## src/rtl/div_16by8_seq.sv

```systemverilog
// Sequential signed-by-unsigned divider: 16-bit signed / 8-bit unsigned,
// restoring shift-subtract, one quotient bit per cycle, valid/ready on both sides.
module div_16by8_seq (
    input  logic        i_clk,
    input  logic        i_rst,
    input  logic        i_valid,
    output logic        o_ready,
    input  logic [15:0] i_dividend,
    input  logic [7:0]  i_divisor,
    output logic        o_valid,
    input  logic        i_ready,
    output logic [15:0] o_quot,
    output logic [8:0]  o_rem,
    output logic        o_dbz
);

    typedef enum logic [1:0] {
        S_IDLE,
        S_CALC,
        S_DONE
    } state_t;

    state_t      r_state;
    state_t      w_next;

    logic [3:0]  r_cnt;
    logic [15:0] r_mag;
    logic [8:0]  r_part;
    logic [7:0]  r_div;
    logic        r_sign;
    logic [15:0] r_quot;
    logic [8:0]  r_rem;
    logic        r_dbz;

    logic        w_accept;
    logic        w_last;
    logic        w_ge;
    logic [8:0]  w_shift;
    logic [8:0]  w_part_nx;
    logic [15:0] w_mag_nx;
    logic [15:0] w_mag_in;

    assign o_ready  = (r_state == S_IDLE);
    assign o_valid  = (r_state == S_DONE);
    assign o_quot   = r_quot;
    assign o_rem    = r_rem;
    assign o_dbz    = r_dbz;

    assign w_accept = o_ready & i_valid;
    assign w_last   = (r_cnt == 4'd0);

    // r_mag holds the dividend magnitude and fills with quotient bits from the LSB
    assign w_shift   = {r_part[7:0], r_mag[15]};
    assign w_ge      = (w_shift >= {1'b0, r_div});
    assign w_part_nx = w_ge ? (w_shift - {1'b0, r_div}) : w_shift;
    assign w_mag_nx  = {r_mag[14:0], w_ge};
    assign w_mag_in  = i_dividend[15] ? (16'd0 - i_dividend) : i_dividend;

    always_ff @(posedge i_clk or posedge i_rst) begin
        if (i_rst) begin
            r_state <= S_IDLE;
        end else begin
            r_state <= w_next;
        end
    end

    always_comb begin
        w_next = r_state;
        unique case (r_state)
            S_IDLE: begin
                if (w_accept) begin
                    w_next = (i_divisor == 8'd0) ? S_DONE : S_CALC;
                end
            end
            S_CALC: begin
                if (w_last) begin
                    w_next = S_DONE;
                end
            end
            S_DONE: begin
                if (i_ready) begin
                    w_next = S_IDLE;
                end
            end
            default: w_next = S_IDLE;
        endcase
    end

    always_ff @(posedge i_clk or posedge i_rst) begin
        if (i_rst) begin
            r_cnt  <= 4'd0;
            r_mag  <= 16'd0;
            r_part <= 9'd0;
            r_div  <= 8'd0;
            r_sign <= 1'b0;
            r_quot <= 16'd0;
            r_rem  <= 9'd0;
            r_dbz  <= 1'b0;
        end else begin
            unique case (r_state)
                S_IDLE: begin
                    if (w_accept) begin
                        r_div  <= i_divisor;
                        r_sign <= i_dividend[15];
                        r_mag  <= w_mag_in;
                        r_part <= 9'd0;
                        r_cnt  <= 4'd15;
                        if (i_divisor == 8'd0) begin
                            r_quot <= i_dividend[15] ? 16'h8000 : 16'h7FFF;
                            r_rem  <= 9'd0;
                            r_dbz  <= 1'b1;
                        end
                    end
                end
                S_CALC: begin
                    r_mag  <= w_mag_nx;
                    r_part <= w_part_nx;
                    r_cnt  <= r_cnt - 4'd1;
                    if (w_last) begin
                        r_quot <= r_sign ? (16'd0 - w_mag_nx) : w_mag_nx;
                        r_rem  <= r_sign ? (9'd0 - w_part_nx) : w_part_nx;
                        r_dbz  <= 1'b0;
                    end
                end
                default: begin
                end
            endcase
        end
    end

endmodule
```

## config.mk

```make
export PLATFORM = sky130hd
export DESIGN_NAME = div_16by8_seq
export DESIGN_NICKNAME = d
export VERILOG_FILES = /design/src/rtl/div_16by8_seq.sv
export SDC_FILE = /design/constraint.sdc
export NUM_CORES = 1
export LEC_CHECK = 0
export CAP_MARGIN = 10
export CORE_UTILIZATION = 35
export DETAILED_ROUTE_END_ITERATION = 10
export HOLD_SLACK_MARGIN = 0.08
export SLEW_MARGIN = 20
export SYNTH_ARGS = -nofsm -noshare
export SYNTH_HDL_FRONTEND = slang
export SYNTH_SLANG_ARGS = --single-unit
```

## constraint.sdc

```tcl
create_clock -name i_clk -period 6.3 [get_ports i_clk]
set_input_delay 1.26 -clock i_clk [delete_from_list [all_inputs] [get_ports i_clk]]
set_output_delay 1.26 -clock i_clk [all_outputs]
set_load 0.02 [all_outputs]
```

==> qor_table.md, run 1 <==
| Result | This run | Unit |
| --- | --- | --- |
| Count of pins on the block boundary | 56 | - |
| Number of filler cells placed in the layout | 1155 | - |
| Min Clock Period, post-route | 3.714 | ns |
| Count of routing violations after the opening detailed-route iteration | 218 | - |
| Area added between synthesis and finish | 23.24 | % |
| Post-detailed-route wirelength per cell | 16.31 | um |
| Maximum number of pins on one net before global-route repair | 66 | - |
| Reg clk slew, reported paths | 0.06 | ns |
| Met2 Use GR | 0.3181 | - |
| Post-CTS setup repair buffer count | 0 | - |
| TritonCTS clock tree | done | - |
| Rows | 39 | - |
| Worst slew margin relative to its limit | 0.3263 | - |
| Horizontal extent of the die | 110.3 | um |
| Avg Synthesized Cell Area | 8.766 | sq um |
| Endpoint arrival time on the critical path | 3.94 | ns |
| Worst setup path class | reg2reg | - |
| Floorplan Core Area | 11420 | sq um |
| Leading area contributor after synthesis | sky130_fd_sc_hd__dfrtp_1 | - |
| Power Dens Cells | 635.9 | nW/um^2 |
| Total global-route track usage | 0.1854 | - |
| Number of synthesized flops with an enable pin | 0 | - |
| # nets final | 551 | - |
| Synth unique cells | 62 | - |
| Cell repeated most along the worst path | sky130_fd_sc_hd__nand2_1 | - |
| GRT overflow | 0 | - |
| Weighted congestion at the end of routability-driven global placement | 0.8656 | - |
| Antenna-violating nets left | 0 | - |
| Top FF cell, synth | sky130_fd_sc_hd__dfrtp_1 | - |
| Most frequent cells in the layout | 65 x sky130_fd_sc_hd__dfrtp_1, 60 x sky130_fd_sc_hd__nand2_1, 55 x sky130_fd_sc_hd__clkdlybuf4s50_1, 49 x sky130_fd_sc_hd__o21ai_0, 30 x sky130_fd_sc_hd__o21ai_1 | - |
| Met1 Resource Use GR | 0.2223 | - |
| Static leakage | 2.037 | nW |
| Final number of max-transition violations | 0 | - |
| Wire length of the first global-routing pass | 17020 | um |
| Part of the Yosys area used for sequential elements | 0.3965 | - |
| Tightest Hold Check Type | reg2reg | - |
| Overall die area | 12160 | sq um |
| Peak ir drop on the vdd network | 233.7 | uV |
| GR Layer Usage met3 | 0.03645 | - |
| Number of antenna diodes | 0 | - |
| Cells along the critical path | ha_1 > a21o_1 > nand2_1 > and2_0 > nand2_1 > inv_2 > mux2i_1 > ha_1 > nand2_1 > nor3_1 > a31o_1 > or3_1 > a32o_1 | - |
| Slew at the pin closest to its max-slew limit | 1.009 | ns |
| Clock insertion delay at the later pin of the skew report | 0.33 | ns |
| Starting utilization of the core area | 0.3593 | - |
| Leading cell type in the layout, fill and taps excluded | sky130_fd_sc_hd__dfrtp_1 | - |
| Fraction of final layout cells sized beyond drive strength 1 | 0.06214 | - |
| Largest delay contributor family on the critical path | simple AND/OR/NAND/NOR gates | - |
| Via count | 3672 | - |
| Post-cts resize count | 0 | - |
| Result of the run | finished clean | - |
| Number of antenna violations at the first check in global routing | 0 | - |
| Via count of the first global-routing pass | 3520 | - |
| Number of warnings reported in the yosys synthesis log | 0 | - |
| Clk sink count | 65 | - |
| Setup crit start kind | flip-flop | - |
| Syn Nets | 509 | - |
| Buffers on Ports | 55 | - |
| Wire length reported by the detailed router | 10740 | um |
| Finish-stage setup viols | 0 | - |
| Hold violation count in the final report | 0 | - |
| Inserted Clock Buffers | 9 | - |
| Syn Std Cell Area | 4103 | sq um |
| Util after Layout | 0.4428 | - |
| Unrepaired setup endpoints after global routing | no | - |
| Register bit count reported by yosys | 65 | - |
| Cell count after synthesis | 468 | - |
| Worst clock skew | 0.005409 | ns |
| Multi-input gate area in the final layout | 2300 | sq um |
| Crit share post-route | 0.5894 | - |
| Setup slack of the most critical reg-to-reg path | 2.59 | ns |
| Buffers and inverters on the worst path | 1 | - |
| DRC violations left | 0 | - |
| Critical Path End Type | flip-flop | - |
| Buffers from clock root to sink, at most | 2 | - |
| Placed wire-length estimate | 7800 | um |
| Detail-routed via count per cell | 5.581 | - |
| Top-area cell type share of the netlist area | 0.3965 | - |
| FFs w/ async S/R, synth | 1.000 | - |
| Register Area | 1627 | sq um |
| Die span in y | 110.3 | um |
| Critical path data required time | 6.52 | ns |
| Maximum single-stage delay on the critical path | 0.46 | ns |
| Worst-path fanout max | 11 | - |
| Hold bufs inserted after CTS | 0 | - |
| Leading post-synthesis cells by cell area | sky130_fd_sc_hd__dfrtp_1 40%, sky130_fd_sc_hd__o21ai_0 6.0%, sky130_fd_sc_hd__nand2_1 5.5%, sky130_fd_sc_hd__xor2_1 4.1%, sky130_fd_sc_hd__ha_1 3.7% | - |
| Number of maximum-capacitance constraint violations | 0 | - |
| Cell type of the slowest stage on the worst timing path | sky130_fd_sc_hd__and2_0 | - |
| Setup tns final | 0 | ns |
| Busiest layer in global routing | met2 | - |
| Length of the first detailed-routing pass in iterations | 5 | - |
| Maximum clock rate | 269.3 | MHz |
| CTS HTree Levels | 3 | - |
| Root cell of the clock tree | sky130_fd_sc_hd__clkbuf_16 | - |
## synthesized netlist by cell type, types with 3 or more instances
cell and count:
sky130_fd_sc_hd__dfrtp_1 65, sky130_fd_sc_hd__nand2_1 60, sky130_fd_sc_hd__o21ai_0 49, sky130_fd_sc_hd__o21ai_1 30, sky130_fd_sc_hd__clkbuf_1 24, sky130_fd_sc_hd__xor2_1 19
sky130_fd_sc_hd__inv_1 18, sky130_fd_sc_hd__a21oi_1 16, sky130_fd_sc_hd__xnor2_1 16, sky130_fd_sc_hd__nand3_1 14, sky130_fd_sc_hd__a22oi_1 13, sky130_fd_sc_hd__nor2_1 13
sky130_fd_sc_hd__ha_1 12, sky130_fd_sc_hd__o31ai_1 9, sky130_fd_sc_hd__or4_1 9, sky130_fd_sc_hd__mux2i_1 8, sky130_fd_sc_hd__nor3_1 7, sky130_fd_sc_hd__nand2b_1 6
sky130_fd_sc_hd__nor4_1 5, sky130_fd_sc_hd__o211ai_1 5, sky130_fd_sc_hd__nand4_1 4, sky130_fd_sc_hd__or3_1 4, sky130_fd_sc_hd__a211o_1 3, sky130_fd_sc_hd__a211oi_1 3
sky130_fd_sc_hd__a21o_1 3, sky130_fd_sc_hd__and3_1 3, sky130_fd_sc_hd__nor2b_1 3, sky130_fd_sc_hd__o22ai_1 3, sky130_fd_sc_hd__o41ai_1 3
## flip-flops by register name (all words and copies together), names as in the netlist
register and cells:
r_cnt 4, r_mag 16, r_part 8, o_rem 9
r_div 8, r_state 2, r_sign 1, o_quot 16
o_dbz 1
## cells by family (layout without fill, tap and decap cells)
kind of cell             count (synthesis)  in the layout  synth area share
AO/OA/AOI/OAI                          158            158            0.2418
AND/OR/NAND/NOR                        142            142            0.1796
flip-flops                              65             65            0.3965
buffers and inverters                   46             93           0.04361
XOR/XNOR                                35             35           0.07472
adder cells (fa/ha/maj)                 13             13           0.04148
multiplexers                             9              9           0.02226
## power breakdown
group,switching (mW),leakage (nW),internal [mW]
combinational,1.09,1.12,0.773
clock,0.195,0.146,0.320
sequential,0.212,0.773,0.623
## worst paths after layout
| check | end | from | cells after the start |
|---|---|---|---|
| setup / recovery | o_rem[6]$_DFFE_PP0P_ | r_part[5]$_DFFE_PP0P_ | 13 |
| min in group asynchronous | o_rem[5]$_DFFE_PP0P_ | i_rst | 3 |
| hold / removal | o_rem[0]$_DFFE_PP0P_ | o_rem[0]$_DFFE_PP0P_ | 2 |
| hold reg to reg | o_rem[0]$_DFFE_PP0P_ | o_rem[0]$_DFFE_PP0P_ | 2 |
| max in group asynchronous | r_div[2]$_DFFE_PP0P_ | i_rst | 3 |
| setup reg to reg | o_rem[6]$_DFFE_PP0P_ | r_part[5]$_DFFE_PP0P_ | 13 |
## layer usage
layer / vias up / part of all wire
met5: - / 0
met4: 0 / 0.024
met3: 23 / 0.047
met2: 111 / 0.50
met1: 1750 / 0.43
li1: 1788 / -
## final cells by class
class                           count  area share
Inverter                           19     0.01411
Tap cell                          143     0.03539
Timing Repair Buffer               58      0.1133
Multi-Input combinational cell    357      0.4548
Clock buffer                       11     0.04801
Clock inverter                      5     0.01262
Sequential cell                    65      0.3217
## through the flow
step                      instance area, sq um  hold WS (ns)  power [mW]  setup WS [ns]  std cells
final                                     5056        0.4926       3.215          2.586        658
after global placement                    4750        0.4804       2.671          2.489        642
after floorplan                           4103        0.4497       2.141          3.097        468
after detailed placement                  4750        0.4898       2.692          2.414        642
after global routing                      5056        0.5197       3.471          2.359        658
after CTS                                 5056        0.5025       3.221          2.653        658
## worst register-to-register path, delay by kind of cell (launching register included)
kind | cells | cell delay (ns)
and+or+nand+nor | 6 | 1.45
AOI/OAI and AO/OA | 3 | 0.69
adders and majority gates | 2 | 0.66
DFF | 1 | 0.43
buffers and inverters | 1 | 0.24
muxes | 1 | 0.15
Power figures use the tool's default switching activity.
==> run 2: changes to the inputs <==
clock period = 3.5 ns   (was 6.3 ns; I/O delays follow)
==> qor_table.md, run 2 (same netlist as run 1, synthesis figures left out) <==
| Result | This run | Unit |
| --- | --- | --- |
| Worst-path fanout max | 8 | - |
| Number of antenna violations at the first check in global routing | 0 | - |
| Sequential cell fraction of total power | 0.259 | - |
| Endpoint of the most critical register-to-register path | o_rem[6]$_DFFE_PP0P_ | - |
| Hold path cells | 2 | - |
| Placed wire-length estimate | 8159 | um |
| Root cell of the clock tree | sky130_fd_sc_hd__clkbuf_16 | - |
| Number of antenna diodes | 0 | - |
| Setup tns final | 0 | ns |
| Antenna-violating nets left | 0 | - |
| Final number of max-transition violations | 0 | - |
| Buffers from clock root to sink, at most | 2 | - |
| Power Dens Cells | 1133 | nW/um^2 |
| Result of the run | finished clean | - |
| Launching point of the worst reg2reg path | r_part[0]$_DFFE_PP0P_ | - |
| Hold endpoint | o_rem[5]$_DFFE_PP0P_ | - |
| Maximum number of pins on one net before global-route repair | 66 | - |
| Count of routing violations after the opening detailed-route iteration | 243 | - |
| GR Layer Usage met3 | 0.03116 | - |
| Tightest Hold Check Type | reg2reg | - |
| Start point of the worst min-delay path | o_rem[5]$_DFFE_PP0P_ | - |
| TritonCTS clock tree | done | - |
| DRC violations left | 0 | - |
| Critical Path End Type | flip-flop | - |
| Weighted congestion at the end of routability-driven global placement | 0.8764 | - |
| Reg clk slew, reported paths | 0.05 | ns |
| Wire length of the first global-routing pass | 17030 | um |
| Length of the first detailed-routing pass in iterations | 4 | - |
| Count of pins on the block boundary | 56 | - |
| Total global-route track usage | 0.1849 | - |
| Power share of the clock group | 0.152 | - |
| Buffers on Ports | 55 | - |
| Maximum single-stage delay on the critical path | 0.43 | ns |
| Proportion of total power due to net switching | 0.4606 | - |
| Met2 Use GR | 0.3212 | - |
| CTS HTree Levels | 3 | - |
| Most frequent cells in the layout | 65 x sky130_fd_sc_hd__dfrtp_1, 60 x sky130_fd_sc_hd__nand2_1, 55 x sky130_fd_sc_hd__clkdlybuf4s50_1, 49 x sky130_fd_sc_hd__o21ai_0, 30 x sky130_fd_sc_hd__o21ai_1 | - |
| # nets final | 559 | - |
| Maximum clock rate | 307.8 | MHz |
| Static leakage | 2.075 | nW |
| Cells along the critical path | ha_1 > nor2b_1 > o221ai_2 > a31o_4 > nand2_1 > inv_2 > mux2i_1 > ha_1 > nand2_1 > nor3_1 > a31o_1 > or3_1 > a32o_1 | - |
| Floorplan Core Area | 11420 | sq um |
| Rows | 39 | - |
| Busiest layer in global routing | met2 | - |
| GRT overflow | 0 | - |
| Worst slew margin relative to its limit | 0.4224 | - |
| Hold bufs inserted after CTS | 0 | - |
| Internal Dissipation | 3.123 | mW |
| Peak ir drop on the vdd network | 609.3 | uV |
| Clk sink count | 65 | - |
| Portion of total power attributed to combinational logic | 0.589 | - |
| Slew at the pin closest to its max-slew limit | 0.8664 | ns |
| Fraction of final layout cells sized beyond drive strength 1 | 0.07457 | - |
| Leading cell type in the layout, fill and taps excluded | sky130_fd_sc_hd__dfrtp_1 | - |
| Crit share post-route | 0.9282 | - |
| Instance area at placement | 4810 | sq um |
| Overall die area | 12160 | sq um |
| Unrepaired setup endpoints after global routing | no | - |
| Worst setup path class | reg2reg | - |
| Critical path data required time | 3.71 | ns |
| Horizontal extent of the die | 110.3 | um |
| Finish-stage setup viols | 0 | - |
| Die span in y | 110.3 | um |
| Met1 Resource Use GR | 0.2303 | - |
| Setup slack of the most critical reg-to-reg path | 0.25 | ns |
| Post-detailed-route wirelength per cell | 16.13 | um |
| Via count of the first global-routing pass | 3442 | - |
| Finished layout cell area | 5112 | sq um |
| Min Clock Period, post-route | 3.249 | ns |
| Clock insertion delay at the later pin of the skew report | 0.32 | ns |
| Detail-routed via count per cell | 5.471 | - |
| Starting utilization of the core area | 0.3593 | - |
| Wire length reported by the detailed router | 10740 | um |
| Area added between synthesis and finish | 24.61 | % |
| Setup crit start kind | flip-flop | - |
| Endpoint arrival time on the critical path | 3.46 | ns |
| Via count | 3644 | - |
| Cell type of the slowest stage on the worst timing path | sky130_fd_sc_hd__dfrtp_1 | - |
| Number of maximum-capacitance constraint violations | 0 | - |
| Hold violation count in the final report | 0 | - |
| Number of filler cells placed in the layout | 1153 | - |
| Worst clock skew | 0.007831 | ns |
| Reported net switching power | 2.668 | mW |
| Inserted Clock Buffers | 9 | - |
| Worst-case reg-to-reg path depth | 13 | - |
run 2: routing by layer:
metal	share of wire	vias up
met5	0	-
met4	0.015	0
met3	0.036	10
met2	0.50	83
met1	0.45	1733
li1	-	1818
run 2: worst max-delay path, delay by kind of cell, from the launching register on:
family	cells	cell delay, ns
AO/OA/AOI/OAI	4	1.01
buffers and inverters	1	0.06
AND/OR/NAND/NOR	5	0.91
multiplexers	1	0.15
adder cells (fa/ha/maj)	2	0.58
flip-flops	1	0.43
run 2: power groups by stage:
stage,clock network (mW),registers [mW],logic [mW]
6_report,0.878,1.50,3.41
3_3_place_gp,0,1.50,3.38
4_1_cts,0.894,1.50,3.42
2_1_floorplan,0,1.54,2.31
3_5_place_dp,0,1.51,3.41
5_1_grt,0.922,1.55,3.78
run 2: worst max path at each step:
stage                     slack [ns]              endpoint  cells past startpoint             startpoint
final                           0.25  o_rem[6]$_DFFE_PP0P_                     13  r_part[0]$_DFFE_PP0P_
after global routing            0.05  o_rem[6]$_DFFE_PP0P_                     13  r_part[0]$_DFFE_PP0P_
after CTS                       0.23  o_rem[6]$_DFFE_PP0P_                     13  r_part[1]$_DFFE_PP0P_
after detailed placement        0.24  o_rem[6]$_DFFE_PP0P_                     13  r_part[1]$_DFFE_PP0P_
after global placement          0.34  o_rem[6]$_DFFE_PP0P_                     13  r_part[1]$_DFFE_PP0P_
after floorplan                 0.30  o_rem[6]$_DFFE_PP0P_                     14  r_part[4]$_DFFE_PP0P_
run 2: cell type report:
class	count	area, sq um	share of cell area
timing repair buffer	66	633.1	0.1238
inverter	19	71.32	0.01395
tap	143	178.9	0.03500
multi-input combinational	357	2313	0.4525
sequential	65	1627	0.3182
clock inverter	5	56.30	0.01101
clock buffer	11	232.7	0.04552
run 2: metrics by stage:
step             util  hold WS, ns  setup slack, ns  cells  power, mW
6_report       0.4477       0.4786           0.2512    666      5.791
5_1_grt        0.4477       0.5244          0.04513    666      6.257
4_1_cts        0.4465       0.4822           0.2304    666      5.816
3_5_place_dp   0.4212       0.4696           0.2398    650      4.921
3_3_place_gp   0.4212       0.4753           0.3419    650      4.881
2_1_floorplan       -       0.4497           0.2975    468      3.853
run 2: repair_timing:
item | 4_1_cts | 5_1_grt
gates resized for setup | 0 | 1
buffers inserted | 0 | 0
setup endpoints to repair | 0 | 1
